<file path="src/rtl/tx_order_arbiter_if.sv">
// ----------------------------------------------------------------------------
// tx_order_arbiter_if
// Bundles the order request bus and the shared order-output port of
// tx_order_arbiter.
//
// Signals:
//   req_addr     [NUM_REQ*8]  order address, requester i at [8i+7:8i]
//   req_buysell  [NUM_REQ*8]  buy/sell code, requester i at [8i+7:8i]
//   req_dv       [NUM_REQ]    one-cycle order strobe per requester
//   tx_ready                  downstream accepts the current output word
//   tx_addr      [8]          granted order address
//   tx_buysell   [8]          granted buy/sell code
//   tx_timestamp [32]         arrival timestamp of the granted order
//   tx_dv                     output word valid
//   ts_now       [32]         free-running timestamp counter
//   ovf          [NUM_REQ]    sticky per-requester overflow
//   drop_cnt     [NUM_REQ*16] per-requester drop counters
//                             (only when TX_ARB_DROP_CNT_EN is defined)
//
// Modports: master = requesters/downstream side, slave = the arbiter.
// ----------------------------------------------------------------------------
interface tx_order_arbiter_if #(
    parameter int NUM_REQ = 4
) ();
    logic [NUM_REQ*8-1:0]  req_addr;
    logic [NUM_REQ*8-1:0]  req_buysell;
    logic [NUM_REQ-1:0]    req_dv;
    logic                  tx_ready;
    logic [7:0]            tx_addr;
    logic [7:0]            tx_buysell;
    logic [31:0]           tx_timestamp;
    logic                  tx_dv;
    logic [31:0]           ts_now;
    logic [NUM_REQ-1:0]    ovf;
`ifdef TX_ARB_DROP_CNT_EN
    logic [NUM_REQ*16-1:0] drop_cnt;

    modport master (
        output req_addr, req_buysell, req_dv, tx_ready,
        input  tx_addr, tx_buysell, tx_timestamp, tx_dv, ts_now, ovf, drop_cnt
    );

    modport slave (
        input  req_addr, req_buysell, req_dv, tx_ready,
        output tx_addr, tx_buysell, tx_timestamp, tx_dv, ts_now, ovf, drop_cnt
    );
`else
    modport master (
        output req_addr, req_buysell, req_dv, tx_ready,
        input  tx_addr, tx_buysell, tx_timestamp, tx_dv, ts_now, ovf
    );

    modport slave (
        input  req_addr, req_buysell, req_dv, tx_ready,
        output tx_addr, tx_buysell, tx_timestamp, tx_dv, ts_now, ovf
    );
`endif
endinterface

</file>
<file path="src/rtl/tx_order_arbiter.sv">
// ----------------------------------------------------------------------------
// tx_order_arbiter
// Shares one order-output port among NUM_REQ decision modules. Every order is
// timestamped on arrival and queued in a per-requester FIFO; a round-robin
// scheduler drains the FIFOs into a single registered valid/ready stage.
//
// Parameters:
//   NUM_REQ    number of requesters (2..8)
//   FIFO_DEPTH entries per requester FIFO (power of 2, >= 2)
//
// Ports:
//   clk      system clock
//   reset_n  synchronous active-low reset
//   bus      tx_order_arbiter_if.slave (request bus, output port, ts_now,
//            ovf, and drop_cnt when enabled)
//
// Optional feature: define TX_ARB_DROP_CNT_EN to add saturating 16-bit
// per-requester drop counters on bus.drop_cnt.
// ----------------------------------------------------------------------------
module tx_order_arbiter #(
    parameter int NUM_REQ    = 4,
    parameter int FIFO_DEPTH = 4
) (
    input  logic              clk,
    input  logic              reset_n,
    tx_order_arbiter_if.slave bus
);
    localparam int PTR_W  = $clog2(FIFO_DEPTH);
    localparam int CNT_W  = PTR_W + 1;
    localparam int LAST_W = $clog2(NUM_REQ);

    typedef enum logic {ST_EMPTY, ST_VALID} state_t;

    typedef struct packed {
        logic [7:0]  addr;
        logic [7:0]  buysell;
        logic [31:0] ts;
    } entry_t;

    entry_t             mem_q    [NUM_REQ][FIFO_DEPTH];
    entry_t             mem_d    [NUM_REQ][FIFO_DEPTH];
    logic [PTR_W-1:0]   wr_ptr_q [NUM_REQ];
    logic [PTR_W-1:0]   wr_ptr_d [NUM_REQ];
    logic [PTR_W-1:0]   rd_ptr_q [NUM_REQ];
    logic [PTR_W-1:0]   rd_ptr_d [NUM_REQ];
    logic [CNT_W-1:0]   count_q  [NUM_REQ];
    logic [CNT_W-1:0]   count_d  [NUM_REQ];

    logic [NUM_REQ-1:0] fifo_empty;
    logic [NUM_REQ-1:0] fifo_full;
    logic [NUM_REQ-1:0] push;
    logic [NUM_REQ-1:0] pop;
    logic [NUM_REQ-1:0] drop;
    logic [NUM_REQ-1:0] ovf_q, ovf_d;

    logic [31:0]        ts_q, ts_d;
    logic [LAST_W-1:0]  last_q, last_d;
    logic [LAST_W-1:0]  grant_idx;
    logic [LAST_W-1:0]  cand;
    logic               grant_valid;
    logic               load;
    entry_t             head;

    state_t             state_q, state_d;
    logic [7:0]         tx_addr_q, tx_addr_d;
    logic [7:0]         tx_buysell_q, tx_buysell_d;
    logic [31:0]        tx_ts_q, tx_ts_d;

    // Flags come from the registered counts, so a write is seen by the
    // scheduler one cycle later.
    always_comb begin
        fifo_empty = '0;
        fifo_full  = '0;
        for (int i = 0; i < NUM_REQ; i++) begin
            fifo_empty[i] = (count_q[i] == '0);
            fifo_full[i]  = (count_q[i] == CNT_W'(FIFO_DEPTH));
        end
    end

    // Round-robin search starting just after the last winner.
    always_comb begin
        grant_valid = 1'b0;
        grant_idx   = '0;
        cand        = '0;
        for (int k = 1; k <= NUM_REQ; k++) begin
            cand = LAST_W'((int'(last_q) + k) % NUM_REQ);
            if (!grant_valid && !fifo_empty[cand]) begin
                grant_valid = 1'b1;
                grant_idx   = cand;
            end
        end
    end

    assign head = mem_q[grant_idx][rd_ptr_q[grant_idx]];

    // A full FIFO that is popped this cycle still accepts its incoming order.
    always_comb begin
        load = (state_q == ST_EMPTY) || ((state_q == ST_VALID) && bus.tx_ready);
        pop  = '0;
        if (load && grant_valid) begin
            pop[grant_idx] = 1'b1;
        end
        push = bus.req_dv & (~fifo_full | pop);
        drop = bus.req_dv & fifo_full & ~pop;
    end

    always_comb begin
        mem_d    = mem_q;
        wr_ptr_d = wr_ptr_q;
        rd_ptr_d = rd_ptr_q;
        count_d  = count_q;
        for (int i = 0; i < NUM_REQ; i++) begin
            if (push[i]) begin
                mem_d[i][wr_ptr_q[i]] = {bus.req_addr[8*i +: 8], bus.req_buysell[8*i +: 8], ts_q};
                wr_ptr_d[i]           = wr_ptr_q[i] + 1'b1;
            end
            if (pop[i]) begin
                rd_ptr_d[i] = rd_ptr_q[i] + 1'b1;
            end
            if (push[i] && !pop[i]) begin
                count_d[i] = count_q[i] + 1'b1;
            end else if (!push[i] && pop[i]) begin
                count_d[i] = count_q[i] - 1'b1;
            end
        end
    end

    // Output stage: reload whenever empty or the held word is taken.
    always_comb begin
        state_d      = state_q;
        last_d       = last_q;
        tx_addr_d    = tx_addr_q;
        tx_buysell_d = tx_buysell_q;
        tx_ts_d      = tx_ts_q;
        if (load) begin
            if (grant_valid) begin
                state_d      = ST_VALID;
                last_d       = grant_idx;
                tx_addr_d    = head.addr;
                tx_buysell_d = head.buysell;
                tx_ts_d      = head.ts;
            end else begin
                state_d = ST_EMPTY;
            end
        end
    end

    always_comb begin
        ts_d  = ts_q + 32'd1;
        ovf_d = ovf_q | drop;
    end

    always_ff @(posedge clk) begin
        if (!reset_n) begin
            state_q      <= ST_EMPTY;
            last_q       <= LAST_W'(NUM_REQ - 1);
            ts_q         <= '0;
            ovf_q        <= '0;
            tx_addr_q    <= '0;
            tx_buysell_q <= '0;
            tx_ts_q      <= '0;
            for (int i = 0; i < NUM_REQ; i++) begin
                wr_ptr_q[i] <= '0;
                rd_ptr_q[i] <= '0;
                count_q[i]  <= '0;
            end
        end else begin
            state_q      <= state_d;
            last_q       <= last_d;
            ts_q         <= ts_d;
            ovf_q        <= ovf_d;
            tx_addr_q    <= tx_addr_d;
            tx_buysell_q <= tx_buysell_d;
            tx_ts_q      <= tx_ts_d;
            wr_ptr_q     <= wr_ptr_d;
            rd_ptr_q     <= rd_ptr_d;
            count_q      <= count_d;
        end
    end

    // Storage needs no reset: flushing the counts and pointers empties it.
    always_ff @(posedge clk) begin
        mem_q <= mem_d;
    end

`ifdef TX_ARB_DROP_CNT_EN
    logic [15:0] drop_cnt_q [NUM_REQ];
    logic [15:0] drop_cnt_d [NUM_REQ];

    always_comb begin
        drop_cnt_d = drop_cnt_q;
        for (int i = 0; i < NUM_REQ; i++) begin
            if (drop[i] && (drop_cnt_q[i] != 16'hFFFF)) begin
                drop_cnt_d[i] = drop_cnt_q[i] + 16'd1;
            end
        end
    end

    always_ff @(posedge clk) begin
        if (!reset_n) begin
            for (int i = 0; i < NUM_REQ; i++) begin
                drop_cnt_q[i] <= '0;
            end
        end else begin
            drop_cnt_q <= drop_cnt_d;
        end
    end

    always_comb begin
        bus.drop_cnt = '0;
        for (int i = 0; i < NUM_REQ; i++) begin
            bus.drop_cnt[16*i +: 16] = drop_cnt_q[i];
        end
    end
`endif

    assign bus.tx_addr      = tx_addr_q;
    assign bus.tx_buysell   = tx_buysell_q;
    assign bus.tx_timestamp = tx_ts_q;
    assign bus.tx_dv        = (state_q == ST_VALID);
    assign bus.ts_now       = ts_q;
    assign bus.ovf          = ovf_q;

endmodule

</file>
<file path="src/flat_wrapper.sv">
// flat-port wrapper written by rule: the top's interface ports become plain ports
module tx_order_arbiter_flat 
#(
    parameter int NUM_REQ    = 4,
    parameter int FIFO_DEPTH = 4
)
  (clk, reset_n, bus_req_addr, bus_req_buysell, bus_req_dv, bus_tx_ready, bus_tx_addr, bus_tx_buysell, bus_tx_timestamp, bus_tx_dv, bus_ts_now, bus_ovf);
  tx_order_arbiter_if #(.NUM_REQ(NUM_REQ)) bus_i ();
  input  logic clk;
  input  logic reset_n;
  input wire logic [$bits(bus_i.req_addr)-1:0] bus_req_addr;
  input wire logic [$bits(bus_i.req_buysell)-1:0] bus_req_buysell;
  input wire logic [$bits(bus_i.req_dv)-1:0] bus_req_dv;
  input wire logic [$bits(bus_i.tx_ready)-1:0] bus_tx_ready;
  output wire logic [$bits(bus_i.tx_addr)-1:0] bus_tx_addr;
  output wire logic [$bits(bus_i.tx_buysell)-1:0] bus_tx_buysell;
  output wire logic [$bits(bus_i.tx_timestamp)-1:0] bus_tx_timestamp;
  output wire logic [$bits(bus_i.tx_dv)-1:0] bus_tx_dv;
  output wire logic [$bits(bus_i.ts_now)-1:0] bus_ts_now;
  output wire logic [$bits(bus_i.ovf)-1:0] bus_ovf;
  assign bus_i.req_addr = bus_req_addr;
  assign bus_i.req_buysell = bus_req_buysell;
  assign bus_i.req_dv = bus_req_dv;
  assign bus_i.tx_ready = bus_tx_ready;
  assign bus_tx_addr = bus_i.tx_addr;
  assign bus_tx_buysell = bus_i.tx_buysell;
  assign bus_tx_timestamp = bus_i.tx_timestamp;
  assign bus_tx_dv = bus_i.tx_dv;
  assign bus_ts_now = bus_i.ts_now;
  assign bus_ovf = bus_i.ovf;
  tx_order_arbiter #(.NUM_REQ(NUM_REQ), .FIFO_DEPTH(FIFO_DEPTH)) u_core (.clk(clk), .reset_n(reset_n), .bus(bus_i));
endmodule
</file>
<file path="config.mk">
export PLATFORM = sky130hd
export DESIGN_NAME = tx_order_arbiter_flat
export DESIGN_NICKNAME = d
export VERILOG_FILES = /design/src/rtl/tx_order_arbiter_if.sv /design/src/rtl/tx_order_arbiter.sv /design/src/flat_wrapper.sv
export SDC_FILE = /design/constraint.sdc
export NUM_CORES = 1
export LEC_CHECK = 0
export ABC_AREA = 1
export CAP_MARGIN = 20
export CORE_ASPECT_RATIO = 0.9
export CORE_MARGIN = 1.5
export CORE_UTILIZATION = 40
export CTS_CLUSTER_DIAMETER = 50
export DETAILED_ROUTE_END_ITERATION = 7
export GPL_TIMING_DRIVEN = 0
export SETUP_SLACK_MARGIN = 0.15
export SYNTH_ARGS = -nofsm -noshare
export SYNTH_HDL_FRONTEND = slang
export SYNTH_SLANG_ARGS = --single-unit
</file>
<file path="constraint.sdc">
create_clock -name clk -period 5.55 [get_ports clk]
set_input_delay 1.11 -clock clk [delete_from_list [all_inputs] [get_ports clk]]
set_output_delay 1.11 -clock clk [all_outputs]
set_load 0.05 [all_outputs]
</file>
==> flow_summary.json <==
{
  "tritoncts": "yes",
  "synth_area_leaders": "edfxtp_1 62%, nand3_1 13%, nand2_1 9.4%",
  "synth_seq_cells": 883,
  "antenna_found_initial": 1,
  "synth_top_area_share_pct": 62.5,
  "vias_per_cell": 5.36,
  "grt_use_total_pct": 24.0,
  "ios": 156,
  "hold_violations": 0,
  "die_h_um": 291,
  "finalCriticalPeriod_ns": 4.41,
  "critPathCaptureType": "flop",
  "wl_um": 113000,
  "synth_compound_area_share_pct": 1.20,
  "synth_simple_gate_area_share_pct": 24.7,
  "die_w_um": 323,
  "worst_path_most_repeated_cell": "nand2_1",
  "drtPass1Iterations": 6,
  "rr_startpoint": "u_core.count_q[9]",
  "ys_types": 33,
  "drc": 0,
  "ys_warn_count": 0,
  "gp_congestion": 0.869,
  "pre_cts_ws_ns": 0.745,
  "area_growth_pct": 19.7,
  "tightest_slew_ns": 0.979,
  "worst-setup-path-type": "flop to flop",
  "synth_fa_ha_area_share_pct": 0.929,
  "grt_max_degree": 30,
  "cts.repair.resized": 0,
  "reg2reg_to": "u_core.mem_q[585]",
  "die-area_um2": 94100,
  "worstRegToRegCells": 14,
  "cts-root-buf": "clkbuf_16",
  "via_count": 27100,
  "critPathSlowestCell": "nor2_4",
  "first_iter_violations": 3200,
  "slowest_delay_ns": 0.86,
  "grt_pass1_wl_um": 167000,
  "hold_depth": 2,
  "dp_hpwl_um": 79000,
  "min_path_type": "flop to flop",
  "startpoint": "u_core.count_q[9]",
  "cp_max_fo": 25,
  "fin_util_pct": 48.4,
  "finalSetupViolations": 0,
  "grt_overflow": 0,
  "max_freq_ghz": 0.227,
  "final_nets": 3824,
  "portBuffers": 154,
  "muxShareOfSynthArea_pct": 0,
  "avgSynthCellArea_um2": 10.7,
  "rows": 105,
  "fill_cells": 8208,
  "layout_commonest_cell": "nand3_1",
  "wl_per_cell_um": 22.4,
  "whs_ns": 0.457,
  "setup_tns_ns": 0,
  "htree_num_levels": 3,
  "cts_buffers": 102,
  "setup.worst_path.end": "u_core.mem_q[585]",
  "synth_area_leader_cell": "edfxtp_1",
  "maxSlewHeadroom_pct": 34.6,
  "seq_area_frac_synth_pct": 68.7,
  "clkSinkCount": 883,
  "rsz0062_at_grt": "no",
  "cap_violations": 0,
  "final_cell_mix": "943 x nand3_1, 922 x nand2_1, 768 x edfxtp_1, 154 x clkdlybuf4s50_1, 153 x nor2_1",
  "drv_slew": 0,
  "insertion_delay_ns": 0.69,
  "synth_cells": 3446,
  "crit_chain": "nor2_1 > nand3_1 > nand2_1 > nand2_1 > inv_1 > nand4_1 > nand3_2 > inv_2 > buf_2 > nand3_1 > nand2_1 > nand2_1 > nor2_4 > buf_12",
  "cts-hold-fix-buffers": 0,
  "placeableCoreArea_um2": 91300,
  "start_kind": "flop",
  "drive_gt1_share_pct": 8.62,
  "status": "completed",
  "grt_pass1_vias": 25700,
  "final_antenna_net_count": 0,
  "synth_nets": 3542,
  "reg2reg_setup_slack_ns": 1.14,
  "cp.required_ns": 5.90,
  "synthesis.area_um2": 36900,
  "synthXorXnorAreaFrac_pct": 0.190,
  "clockBufferDepth": 3,
  "worstPathArrival_ns": 4.76,
  "period_share_pct": 79.5,
  "finClkSkew_ns": 0.0267,
  "post_cts_buffers": 0,
  "fin_ws_ns": 1.14,
  "clkSlewWorstSetupHoldPaths_ns": 0.06,
  "start_util_pct": 40.4,
  "synth_top_family_by_area": "simple AND/OR/NAND/NOR gates"
}
## metal layers
| metal | global-route usage [%] | part of all wire [%] | wire length (um) | up-vias |
|---|---|---|---|---|
| li1 | - | - | - | 12600 |
| met1 | 33.8 | 43 | 48200 | 13100 |
| met2 | 37.5 | 46 | 51700 | 1214 |
| met3 | 4.82 | 9.0 | 10200 | 190 |
| met4 | 7.37 | 2.9 | 3230 | 0 |
| met5 | 0 | 0 | 0 | - |
## per-stage QoR
| step | cell area (um2) | instances |
|---|---|---|
| final | 44200 | 5049 |
| after global routing | 44200 | 5047 |
| after CTS | 44200 | 5047 |
| after detailed placement | 40600 | 4854 |
| after global placement | 40000 | 4830 |
| after floorplan | 36900 | 3446 |
## synth_stat cells
cell type	count
inv_2	4
clkbuf_1	88
nand3b_1	1
o21ai_1	3
o21ai_0	33
nor4_1	7
buf_6	4
nand2_1	922
nand4_1	9
dfxtp_1	115
buf_4	15
nand2_2	1
nor3_1	16
xnor2_1	1
nor2_1	169
buf_1	29
nor2_2	3
fa_1	4
nand3_2	1
nand3_4	1
nand3_1	943
a21oi_1	40
buf_2	88
edfxtp_1	768
xor2_1	7
inv_1	138
o211ai_1	1
o21a_1	2
ha_1	21
a31oi_1	2
nand2_4	2
nor3b_1	5
o21ai_2	3
## critical path, delay by kind of cell (launching register included)
| family | cells | cell delay [ns] |
|---|---|---|
| simple gates | 10 | 2.39 |
| buf+inv | 4 | 1.18 |
| flops | 1 | 0.43 |
## flip-flops by register name, indices dropped and copies added, names as in the netlist
signal	cells
u_core.bus.ovf	4
u_core.last_q	2
u_core.count_q	12
u_core.rd_ptr_q	8
u_core.mem_q	768
u_core.wr_ptr_q	8
u_core.bus.ts_now	32
u_core.bus.tx_addr	8
u_core.bus.tx_buysell	8
u_core.bus.tx_dv	1
u_core.bus.tx_timestamp	32
## kinds of logic after synthesis
logic type,count (synthesis)
AO/OA/AOI/OAI,84
XOR/XNOR,8
adder cells (fa/ha/maj),25
buffers and inverters,366
flip-flops,883
AND/OR/NAND/NOR,2080
## worst min-delay path by stage
stage | startpoint | to | slack (ns)
final | u_core.bus.ovf[2] | u_core.bus.ovf[2] | 0.46
after global placement | u_core.bus.ovf[2] | u_core.bus.ovf[2] | 0.44
after floorplan | u_core.rd_ptr_q[0] | u_core.rd_ptr_q[0] | 0.44
after detailed placement | u_core.bus.ovf[2] | u_core.bus.ovf[2] | 0.44
after global routing | u_core.bus.ovf[2] | u_core.bus.ovf[2] | 0.50
after CTS | u_core.bus.ovf[2] | u_core.bus.ovf[2] | 0.46
## cell type report
class	count	area (um2)	area share, %
clock inverters	59	719	1.63
flip-flops and latches	883	25400	57.4
diodes	2	5.00	0.0113
clock buffers	134	2840	6.42
inverters	142	533	1.21
plain buffers	224	1040	2.35
well taps	1230	1540	3.49
repair buffers	178	2030	4.60
multi-input cells	2197	10100	22.9
Power is not shown: default switching activity piles up to over one toggle a cycle in this logic, so the estimate is an artifact.
